## config.mk

```make
export PLATFORM = sky130hd
export DESIGN_NAME = debug_scan_mux_flat
export DESIGN_NICKNAME = d
export VERILOG_FILES = /design/src/rtl/debug_scan_mux_if.sv /design/src/rtl/debug_scan_mux.sv /design/src/flat_wrapper.sv
export SDC_FILE = /design/constraint.sdc
export NUM_CORES = 1
export LEC_CHECK = 0
export BUFFER_PORTS_ARGS = -buffer_cell sky130_fd_sc_hd__buf_4
export CORE_AREA = 2 2 425 427
export CTS_CLUSTER_SIZE = 25
export DETAILED_ROUTE_END_ITERATION = 7
export DIE_AREA = 0 0 427 429
export PLACE_DENSITY = 0.32
export SLEW_MARGIN = 20
export SYNTH_ARGS = -nofsm -noshare
export SYNTH_HDL_FRONTEND = slang
export SYNTH_SLANG_ARGS = --single-unit
```

## constraint.sdc

```tcl
create_clock -name clk -period 4.8 [get_ports clk]
set_input_delay 0.48 -clock clk [delete_from_list [all_inputs] [get_ports clk]]
set_output_delay 0.48 -clock clk [all_outputs]
set_load 0.05 [all_outputs]
```

## src/rtl/debug_scan_mux_if.sv

```systemverilog
// Debug readout bundle between the register-file/PC taps and the display selector.
// master drives the taps and board controls, slave (the selector) drives the display fields.
// Widths follow the selector's DATA_W / NREGS / SEL_W parameters.
interface debug_scan_mux_if #(
   parameter int DATA_W = 32,
   parameter int NREGS  = 32,
   parameter int SEL_W  = 4
);
   logic [SEL_W-1:0]              sel;
   logic                          scan_en;
   logic                          freeze_req;
   logic [NREGS-1:0][DATA_W-1:0]  regs;
   logic [DATA_W-1:0]             dbg_pc;
   logic [DATA_W-1:0]             dbg_data;
   logic [SEL_W-1:0]              dbg_ch;
   logic                          dbg_valid;
   logic                          dbg_frozen;
   logic                          dbg_chg;

   modport master (
      output sel, scan_en, freeze_req, regs, dbg_pc,
      input  dbg_data, dbg_ch, dbg_valid, dbg_frozen, dbg_chg
   );

   modport slave (
      input  sel, scan_en, freeze_req, regs, dbg_pc,
      output dbg_data, dbg_ch, dbg_valid, dbg_frozen, dbg_chg
   );
endinterface

```

## src/rtl/debug_scan_mux.sv

```systemverilog
// Debug readout selector: maps a manual or auto-scanned channel onto a register or the PC.
// Latency: 1 cycle from sel/regs/dbg_pc to dbg_data; dbg_chg aligned with the changed data.
// No backpressure: a freeze toggle holds the display and pauses the scan counters.
module debug_scan_mux #(
   parameter int                  DATA_W   = 32,
   parameter int                  NREGS    = 32,
   parameter int                  NCH      = 8,
   parameter int                  SEL_W    = 4,
   parameter int                  IDX_W    = $clog2(NREGS) + 1,
   parameter logic [NCH*IDX_W-1:0] CH_MAP  = {IDX_W'(32), IDX_W'(31), IDX_W'(12), IDX_W'(11),
                                              IDX_W'(10), IDX_W'(9),  IDX_W'(8),  IDX_W'(0)},
   parameter int                  DWELL    = 50_000_000,
   parameter logic [DATA_W-1:0]   DEAD_VAL = 32'hDEADBEEF
) (
   input logic              clk,
   input logic              rst_n,
   debug_scan_mux_if.slave  bus
);
   localparam int DW_W = $clog2(DWELL + 1);

   logic              scan_en_q;
   logic              frozen;
   logic [SEL_W-1:0]  scan_ch;
   logic [SEL_W-1:0]  scan_ch_nxt;
   logic [DW_W-1:0]   dwell_cnt;
   logic [DW_W-1:0]   dwell_nxt;
   logic              hold;
   logic              scan_rise;
   logic [SEL_W-1:0]  ch_nxt;
   logic [IDX_W-1:0]  entry;
   logic [DATA_W-1:0] val_nxt;
   logic              valid_nxt;
   logic [DATA_W-1:0] data_q;
   logic [SEL_W-1:0]  ch_q;
   logic              valid_q;
   logic              chg_q;

   // A freeze pulse takes effect in its own cycle, so it also wins over dwell expiry
   // and a same-cycle scan_en edge; the unfreeze cycle is held as well.
   assign hold      = frozen | bus.freeze_req;
   assign scan_rise = bus.scan_en & ~scan_en_q;

   // Next scan position; the display registers the next value so channel 0 shows
   // one cycle after the scan_en edge and each channel lasts exactly DWELL cycles.
   always_comb begin
      scan_ch_nxt = scan_ch;
      dwell_nxt   = dwell_cnt;
      if (!hold) begin
         if (!bus.scan_en || scan_rise) begin
            scan_ch_nxt = '0;
            dwell_nxt   = '0;
         end else if (dwell_cnt == DW_W'(DWELL - 1)) begin
            dwell_nxt   = '0;
            scan_ch_nxt = (scan_ch == SEL_W'(NCH - 1)) ? '0 : scan_ch + 1'b1;
         end else begin
            dwell_nxt   = dwell_cnt + 1'b1;
         end
      end
   end

   assign ch_nxt = bus.scan_en ? scan_ch_nxt : bus.sel;

   // Channel map lookup: unmapped channels show DEAD_VAL, map entries past the
   // register file select the PC.
   always_comb begin
      entry     = '0;
      val_nxt   = DEAD_VAL;
      valid_nxt = 1'b0;
      for (int i = 0; i < NCH; i++) begin
         if (ch_nxt == SEL_W'(i)) begin
            entry     = CH_MAP[i*IDX_W +: IDX_W];
            valid_nxt = 1'b1;
         end
      end
      if (valid_nxt) begin
         val_nxt = bus.dbg_pc;
         for (int r = 0; r < NREGS; r++) begin
            if (entry == IDX_W'(r)) begin
               val_nxt = bus.regs[r];
            end
         end
      end
   end

   // Freeze toggle, scan_en edge tracking (runs even while frozen) and scan counters.
   always_ff @(posedge clk or negedge rst_n) begin
      if (!rst_n) begin
         scan_en_q <= 1'b0;
         frozen    <= 1'b0;
         scan_ch   <= '0;
         dwell_cnt <= '0;
      end else begin
         scan_en_q <= bus.scan_en;
         frozen    <= frozen ^ bus.freeze_req;
         scan_ch   <= scan_ch_nxt;
         dwell_cnt <= dwell_nxt;
      end
   end

   // Display registers; a change pulse only fires when the channel stays put.
   always_ff @(posedge clk or negedge rst_n) begin
      if (!rst_n) begin
         data_q  <= '0;
         ch_q    <= '0;
         valid_q <= 1'b0;
         chg_q   <= 1'b0;
      end else if (hold) begin
         chg_q   <= 1'b0;
      end else begin
         data_q  <= val_nxt;
         ch_q    <= ch_nxt;
         valid_q <= valid_nxt;
         chg_q   <= (ch_nxt == ch_q) && (val_nxt != data_q);
      end
   end

   assign bus.dbg_data   = data_q;
   assign bus.dbg_ch     = ch_q;
   assign bus.dbg_valid  = valid_q;
   assign bus.dbg_frozen = frozen;
   assign bus.dbg_chg    = chg_q;
endmodule
```

## src/flat_wrapper.sv

```systemverilog
// flat-port wrapper written by rule: the top's interface ports become plain ports
module debug_scan_mux_flat 
#(
   parameter int                  DATA_W   = 32,
   parameter int                  NREGS    = 32,
   parameter int                  NCH      = 8,
   parameter int                  SEL_W    = 4,
   parameter int                  IDX_W    = $clog2(NREGS) + 1,
   parameter logic [NCH*IDX_W-1:0] CH_MAP  = {IDX_W'(32), IDX_W'(31), IDX_W'(12), IDX_W'(11),
                                              IDX_W'(10), IDX_W'(9),  IDX_W'(8),  IDX_W'(0)},
   parameter int                  DWELL    = 50_000_000,
   parameter logic [DATA_W-1:0]   DEAD_VAL = 32'hDEADBEEF
)
  (clk, rst_n, bus_sel, bus_scan_en, bus_freeze_req, bus_regs, bus_dbg_pc, bus_dbg_data, bus_dbg_ch, bus_dbg_valid, bus_dbg_frozen, bus_dbg_chg);
  debug_scan_mux_if #(.DATA_W(DATA_W), .NREGS(NREGS), .SEL_W(SEL_W)) bus_i ();
  input logic clk;
  input logic rst_n;
  input wire logic [$bits(bus_i.sel)-1:0] bus_sel;
  input wire logic [$bits(bus_i.scan_en)-1:0] bus_scan_en;
  input wire logic [$bits(bus_i.freeze_req)-1:0] bus_freeze_req;
  input wire logic [$bits(bus_i.regs)-1:0] bus_regs;
  input wire logic [$bits(bus_i.dbg_pc)-1:0] bus_dbg_pc;
  output wire logic [$bits(bus_i.dbg_data)-1:0] bus_dbg_data;
  output wire logic [$bits(bus_i.dbg_ch)-1:0] bus_dbg_ch;
  output wire logic [$bits(bus_i.dbg_valid)-1:0] bus_dbg_valid;
  output wire logic [$bits(bus_i.dbg_frozen)-1:0] bus_dbg_frozen;
  output wire logic [$bits(bus_i.dbg_chg)-1:0] bus_dbg_chg;
  assign bus_i.sel = bus_sel;
  assign bus_i.scan_en = bus_scan_en;
  assign bus_i.freeze_req = bus_freeze_req;
  assign bus_i.regs = bus_regs;
  assign bus_i.dbg_pc = bus_dbg_pc;
  assign bus_dbg_data = bus_i.dbg_data;
  assign bus_dbg_ch = bus_i.dbg_ch;
  assign bus_dbg_valid = bus_i.dbg_valid;
  assign bus_dbg_frozen = bus_i.dbg_frozen;
  assign bus_dbg_chg = bus_i.dbg_chg;
  debug_scan_mux #(.DATA_W(DATA_W), .NREGS(NREGS), .NCH(NCH), .SEL_W(SEL_W), .IDX_W(IDX_W), .CH_MAP(CH_MAP), .DWELL(DWELL), .DEAD_VAL(DEAD_VAL)) u_core (.clk(clk), .rst_n(rst_n), .bus(bus_i));
endmodule
```

== Yosys cells after proc, flatten, opt, wreduce, memory -nomap -nowiden ==
Index checks and enable logic that the tools add are counted.

* Mux-type cells: 56
* Equal/unequal tests: 42
* Bitwise gates (word level): 4
* Reduce and logical (&&, ||, !) cells: 5
* Add/subtract/negate cells: 2

{| class="wikitable"
|+ Operator list
! operator !! count
|-
| 32-bit two-way mux || 33
|-
| 6-bit by 5-bit == test with 1-bit output, second input constant || 16
|-
| 26-bit two-way mux || 2
|-
| 6-bit by 4-bit == test with 1-bit output, second input constant || 8
|-
| 4-bit two-way mux || 10
|-
| 32-bit inequality test || 1
|-
| 26-bit by 1-bit adder with 26-bit output, second input constant || 1
|-
| 26-bit == test, second input constant || 1
|-
| 6-bit by 3-bit == test with 1-bit output, second input constant || 4
|-
| 4-bit by 3-bit == test with 1-bit output, second input constant || 5
|-
| 6-bit by 2-bit == test with 1-bit output, second input constant || 2
|-
| 1-bit two-way mux || 9
|-
| 4-bit by 2-bit == test with 1-bit output, second input constant || 2
|-
| 6-bit by 1-bit == test with 1-bit output, second input constant || 1
|-
| 6-bit logical NOT || 1
|-
| 6-bit two-way mux || 1
|-
| 5-bit two-way mux || 1
|-
| 4-bit by 1-bit adder with 4-bit output, second input constant || 1
|-
| 4-bit by 1-bit == test with 1-bit output, second input constant || 1
|-
| 4-bit == test || 1
|-
| 4-bit logical NOT || 1
|-
| 1-bit bitwise AND || 1
|-
| 1-bit logical AND || 1
|-
| 1-bit logical NOT || 1
|-
| other kinds (4) || 4
|}

* Output and inout port bits: 39
* Input bits: 1064
* Register bits: 70
* Word-level logic and storage cells: 117

== Depth between registers and ports, before layout ==
* Depth in word-level cells: 51
* Mapped depth: 18

== Least setup slack after synthesis ==
Ideal clock, no wire load.

* Path kind: reg2reg
* From: register u_core.frozen, in the netlist u_core.bus.dbg_frozen
* To: register u_core.chg_q, in the netlist u_core.bus.dbg_chg
* Slack: 639 ps
* Period minus slack after synthesis: 4161 ps
* Path buffers: 1
* Setup time: 130 ps
* Required time: 4670 ps
* Stages on the path, launching flop included: 16
* Data arrival time: 4031 ps
* Path through: dfrtp_1 -> inv_1 -> ha_1 -> and4b_1 -> a211o_1 -> or4_1 -> and2_1 -> buf_2 -> a211oi_4 -> o31a_1 -> o21ai_1 -> xor2_1 -> or4_1 -> a2111oi_2 -> o2111a_1 -> a31oi_1

* Cells in the longest elaborated chain, start to end: 48
* Elaborated cells between the ends (all ways): 95

{| class="wikitable"
|+ Ends and longest elaborated chain
! what !! RTL line !! source
|-
| start: declaration || debug_scan_mux.sv:22 || <nowiki>logic frozen;</nowiki>
|-
| start signal: assignment || debug_scan_mux.sv:94 || <nowiki>frozen <= frozen ^ bus.freeze_req;</nowiki>
|-
| 1-bit OR (*) || debug_scan_mux.sv:40 || <nowiki>assign hold = frozen | bus.freeze_req;</nowiki>
|-
| 4-bit two-way mux || debug_scan_mux.sv:48 || <nowiki>if (!hold) begin</nowiki>
|-
| 4-bit two-way mux || debug_scan_mux.sv:61 || <nowiki>assign ch_nxt = bus.scan_en ? scan_ch_nxt : bus.sel;</nowiki>
|-
| 4-bit by 1-bit == test with 1-bit output || debug_scan_mux.sv:70 || <nowiki>if (ch_nxt == SEL_W'(i)) begin</nowiki>
|-
| 4-bit two-way mux (5 in a row) || debug_scan_mux.sv:70 ||
|-
| 5-bit two-way mux || debug_scan_mux.sv:70 ||
|-
| 6-bit two-way mux || debug_scan_mux.sv:70 ||
|-
| 6-bit logical NOT || debug_scan_mux.sv:78 || <nowiki>if (entry == IDX_W'(r)) begin</nowiki>
|-
| 32-bit two-way mux (32 in a row) || debug_scan_mux.sv:78 ||
|-
| 32-bit two-way mux || debug_scan_mux.sv:75 || <nowiki>if (valid_nxt) begin</nowiki>
|-
| 32-bit inequality test || debug_scan_mux.sv:113 || <nowiki>chg_q <= (ch_nxt == ch_q) && (val_nxt != data_q);</nowiki>
|-
| 1-bit logical AND || debug_scan_mux.sv:113 ||
|-
| 1-bit two-way mux (*) || debug_scan_mux.sv:107 || <nowiki>end else if (hold) begin</nowiki>
|-
| end signal: assignment || debug_scan_mux.sv:113 ||
|-
| end: declaration || debug_scan_mux.sv:36 || <nowiki>logic chg_q;</nowiki>
|}

Every way passes the cells marked *; elsewhere a longest branch is shown, timed or not.
A chain may end at the register's enable or synchronous reset.

== Final worst setup path ==
* From: register u_core.dwell_cnt[11]
* To: register u_core.chg_q, in the netlist u_core.bus.dbg_chg

* Cells in the longest elaborated chain, start to end: 50
* Elaborated cells between the ends (all ways): 97

{| class="wikitable"
|+ Ends and longest elaborated chain
! what !! RTL line !! source
|-
| start: declaration || debug_scan_mux.sv:25 || <nowiki>logic [DW_W-1:0] dwell_cnt;</nowiki>
|-
| start signal: assignment || debug_scan_mux.sv:96 || <nowiki>dwell_cnt <= dwell_nxt;</nowiki>
|-
| 26-bit == test (*) || debug_scan_mux.sv:52 || <nowiki>end else if (dwell_cnt == DW_W'(DWELL - 1)) begin</nowiki>
|-
| 4-bit two-way mux (*) || debug_scan_mux.sv:52 ||
|-
| 4-bit two-way mux (*) || debug_scan_mux.sv:49 || <nowiki>if (!bus.scan_en || scan_rise) begin</nowiki>
|-
| 4-bit two-way mux (*) || debug_scan_mux.sv:48 ||
|-
| 4-bit two-way mux (*) || debug_scan_mux.sv:61 ||
|-
| 4-bit by 1-bit == test with 1-bit output || debug_scan_mux.sv:70 ||
|-
| 4-bit two-way mux (5 in a row) || debug_scan_mux.sv:70 ||
|-
| 5-bit two-way mux || debug_scan_mux.sv:70 ||
|-
| 6-bit two-way mux || debug_scan_mux.sv:70 ||
|-
| 6-bit logical NOT || debug_scan_mux.sv:78 ||
|-
| 32-bit two-way mux (32 in a row) || debug_scan_mux.sv:78 ||
|-
| 32-bit two-way mux || debug_scan_mux.sv:75 ||
|-
| 32-bit inequality test || debug_scan_mux.sv:113 ||
|-
| 1-bit logical AND (*) || debug_scan_mux.sv:113 ||
|-
| 1-bit two-way mux (*) || debug_scan_mux.sv:107 ||
|}

Marked as above.

==> implementation parameters <==
Parameter                              Value

Status
  Status    completed

Route
  Total wire length after detailed routing    70100 um
  First DRT Iteration DRCs    528
  Routed via count    9690
  Detailed-route wire length per cell    18.4 um
  First-pass iteration count of the detailed router    7
  Per-cell via count in the routed design    2.54
  Count of antenna-violating nets left after detailed routing    0
  Number of remaining DRC errors    0

STA
  Max Clk Rate    216 MHz
  Hold Fails Final Rpt    0
  Final critical-path required period    4.64 ns
  Final Setup Violations    0
  Worst-case clock skew    0.0169 ns
  Max-slew violation count    0
  Worst rel slew slack    32.4%
  Portion of the clock cycle consumed by the worst path in the final layout    96.6%
  Slew at the pin closest to its max-slew limit    1.01 ns

Worst hold path
  Hold crit path type    input port to asynchronous set/reset pin

Logic synthesis
  Dominant combinational cell family by area after synthesis    compound AO/OA/AOI/OAI gates
  Summed instance area of the synthesized netlist    6890 um2
  Async set-or-reset flop fraction in the synthesized netlist    100%
  Area fraction in and, or, nand and nor cells after synthesis    24.2%
  Post-synth EDFFs    0
  Xor and xnor area share after synthesis    3.56%
  Cell variety after synth    88
  Adder and majority gate portion of the synthesized area    0.545%
  Syn Area/Cell    7.64 um2
  Most used DFF post-synth    dfrtp_1
  Number of synthesis warnings    0
  Number of synthesized register bits    70
  Portion of netlist area occupied by mux cells    3.27%
  Post-synth net total    1969
  Synthesized instance count    902
  Synth Area in Compound Gates    37.9%
  Sequential-to-total area share from yosys stat    25.4%

Worst setup path
  Data required, critical path    5.06 ns
  Highest net fanout along the worst path    7
  Kind of end point of the critical path    flop
  Series of cell instances along the critical path    nor4b_4 > nand4_1 > buf_4 > buf_4 > buf_4 > or4_4 > buf_4 > nand2_1 > o211ai_2 > buf_4 > buf_12 > o21ai_0 > or3_1 > o221ai_1 > a2111oi_2 > nand4_1 > nor4_1 > o2111a_2 > a31oi_1
  Setup slack of the most critical reg-to-reg path    0.16 ns
  CP top delay family    simple AND/OR/NAND/NOR gates
  Cell count of the worst reg-to-reg path    19
  Buffering stage count on the worst path with inverters included    6
  Setup CP Type    flop to flop
  Launching element type of the critical path    flop
  Dominant cell type by count on the critical path    buf_4
  Crit path largest cell delay    0.53 ns
  R2R Path Start    u_core.dwell_cnt[11]
  Crit path max-delay cell type    or4_4
  Reg2Reg Capture Point    u_core.bus.dbg_chg
  Data arrival at the endpoint of the critical path    4.89 ns

Global route
  Number of antenna violations at the first check in global routing    5
  Most Used Layer, Global Route    met2
  M3 GR Usage    0.322%
  GRT overflow    0
  Maximum number of pins on one net before global-route repair    47
  Global-route wire length before repair    91100 um
  Met2 usage in global routing    16.8%
  All-layer global routing usage    7.44%
  Vias in the first global route    10100
  Grt met1 use    6.56%

CTS
  Clk pin slew, worst setup/hold paths    0.08 ns
  Maximum level of the CTS H-tree    3
  Clock net sink count    70
  Worst-Skew Late Latency    0.39 ns
  TritonCTS clock tree    built
  Number of buffers created by CTS    9
  Root buffer cell    clkbuf_16
  Clock tree buffer depth    2
  Cts-stage hold buffer count    0

Place
  Port Buf Inserts    302
  DPL Wire Length    61600 um
  Placer's final routability congestion estimate    0.815
  Placed cells    3777

Power and ir drop
  Fraction of power spent switching nets    50.6%
  Net Sw Power    2.17 mW
  Max IR drop VDD    0.210 mV
  Proportion of power drawn by combinational gates    60.7%
  Total Power    4.30 mW
  Total power density per cell area    288 nW/um2
  Clock Power Share    16.1%
  Internal power of the cells    2.12 mW
  Share of total power in sequential cells    23.3%
  Leak    5.68 nW

Floorplan
  Initial Util    3.87%
  Floorplan die height    429 um
  Die Width    427 um
  Placeable core region    178000 um2
  Number of ports placed on the die boundary    1103
  Area of the die    183000 um2
  Number of placement rows    155

Layout
  Share of layout cells above drive strength 1    47.4%
  Leading cell types in the layout, fill and taps excluded    buf_4 (562), nand2_1 (109), nor2_1 (78)
  Most common cell after layout, fill and taps aside    buf_4
  Area added between synthesis and finish    117%
  Count of non-filler cells in the finished layout    3808
  Count of filler cells inserted in the layout    20900
  Number of nets in the layout    2512

Run
  Max Cap Violations    0
==> power groups by stage <==
stage | combinational (mW) | sequential (mW) | clock (mW)
after floorplan | 0.709 | 1.47 | 0
after global placement | 2.61 | 1.00 | 0
after detailed placement | 2.60 | 1.00 | 0
after CTS | 2.65 | 0.991 | 0.731
after global routing | 2.76 | 1.03 | 0.735
final | 2.61 | 0.999 | 0.691
==> sequential cells by signal, summed over array words and instances (netlist names) <==
register and flops:
u_core.scan_ch 4, u_core.dwell_cnt 26, u_core.bus.dbg_data 32, u_core.bus.dbg_ch 4
u_core.scan_en_q 1, u_core.bus.dbg_chg 1, u_core.bus.dbg_valid 1, u_core.bus.dbg_frozen 1
==> worst max-delay path by stage <==
stage                          start                  to  slack, ns  cells past startpoint
2_1_floorplan  u_core.bus.dbg_frozen  u_core.bus.dbg_chg       0.64                     15
3_5_place_dp          bus_freeze_req  u_core.bus.dbg_chg      -0.84                     21
5_1_grt         u_core.dwell_cnt[11]  u_core.bus.dbg_chg      -0.02                     19
6_report        u_core.dwell_cnt[11]  u_core.bus.dbg_chg       0.16                     19
4_1_cts            u_core.scan_ch[0]  u_core.bus.dbg_chg       0.01                     19
3_3_place_gp          bus_freeze_req  u_core.bus.dbg_chg      -0.87                     21
==> layer usage <==
| metal | share of wire, % | vias up |
|---|---|---|
| met1 | 31 | 4876 |
| met5 | 0 | - |
| met2 | 64 | 190 |
| li1 | - | 4570 |
| met3 | 1.5 | 54 |
| met4 | 3.3 | 0 |
==> cell families (layout without fill, tap and decap cells) <==
kind of cell | Yosys count | after routing
other | 0 | 3
AOI/OAI and AO/OA | 366 | 366
xor gates and xnor gates | 28 | 28
adders and majority gates | 3 | 3
and+or+nand+nor | 337 | 337
muxes | 21 | 21
buffers and inverters | 77 | 625
DFF | 70 | 70
==> synth_stat cells, types with 6 or more instances <==
| cell type | n | area [um2] |
|---|---|---|
| o21ai_0 | 77 | 385 |
| xnor2_1 | 16 | 140 |
| o221ai_1 | 12 | 105 |
| dfrtp_1 | 70 | 1750 |
| and2_1 | 20 | 125 |
| and3_1 | 13 | 81.3 |
| mux2_2 | 12 | 135 |
| clkbuf_1 | 36 | 135 |
| nor3_1 | 13 | 65.1 |
| o2bb2ai_1 | 8 | 70.1 |
| mux2i_1 | 9 | 90.1 |
| a2111oi_0 | 7 | 61.3 |
| o32ai_1 | 6 | 52.6 |
| o31ai_1 | 12 | 90.1 |
| nor2_1 | 79 | 297 |
| nand2_1 | 110 | 413 |
| o211ai_1 | 15 | 113 |
| a32o_1 | 7 | 70.1 |
| xor2_1 | 12 | 105 |
| a21oi_1 | 66 | 330 |
| nor4_1 | 6 | 37.5 |
| nand3_1 | 30 | 150 |
| or3_1 | 9 | 56.3 |
| inv_1 | 14 | 52.6 |
| buf_1 | 6 | 22.5 |
| a32oi_1 | 6 | 52.6 |
| a31oi_1 | 9 | 56.3 |
| a22oi_1 | 13 | 97.6 |
| buf_2 | 12 | 60.1 |
| o22a_1 | 10 | 87.6 |
| a211oi_1 | 13 | 97.6 |
| o22ai_1 | 18 | 113 |
| a31o_2 | 6 | 52.6 |
| a21o_1 | 6 | 45.0 |
| nand4_1 | 11 | 68.8 |
==> through the flow <==
step                hold WS [ns]  utilization, %  area, um2  setup slack [ns]  TNS, ns
CTS                       0.0812            8.30      14800            0.0110        0
detailed placement         0.517            8.01      14300            -0.835   -0.878
floorplan                  0.184               -       6890             0.639        0
global placement           0.511            8.01      14300            -0.869   -0.906
finish                    0.0718            8.39      14900             0.164        0
global route              0.0894            8.39      14900           -0.0184  -0.0184
==> what timing repair did <==
item / 4_1_cts / 5_1_grt
endpoints found under the setup margin: 1 / 1
hold endpoints to repair: 0 / 0
resized for setup: 43 / 25
setup buffers: 11 / 3
pin swaps: 17 / 20
==> layout make-up <==
cell class	count	area, um2	share of cell area (%)
Clock inverter	4	22.5	0.151
Timing Repair Buffer	594	4820	32.3
Clock buffer	12	246	1.65
Multi-Input combinational cell	755	5090	34.1
Inverter	15	56.3	0.377
Sequential cell	70	1750	11.7
Antenna cell	3	7.51	0.0503
Tap cell	2355	2950	19.7
No activity file was read; power rests on OpenSTA's default activity.
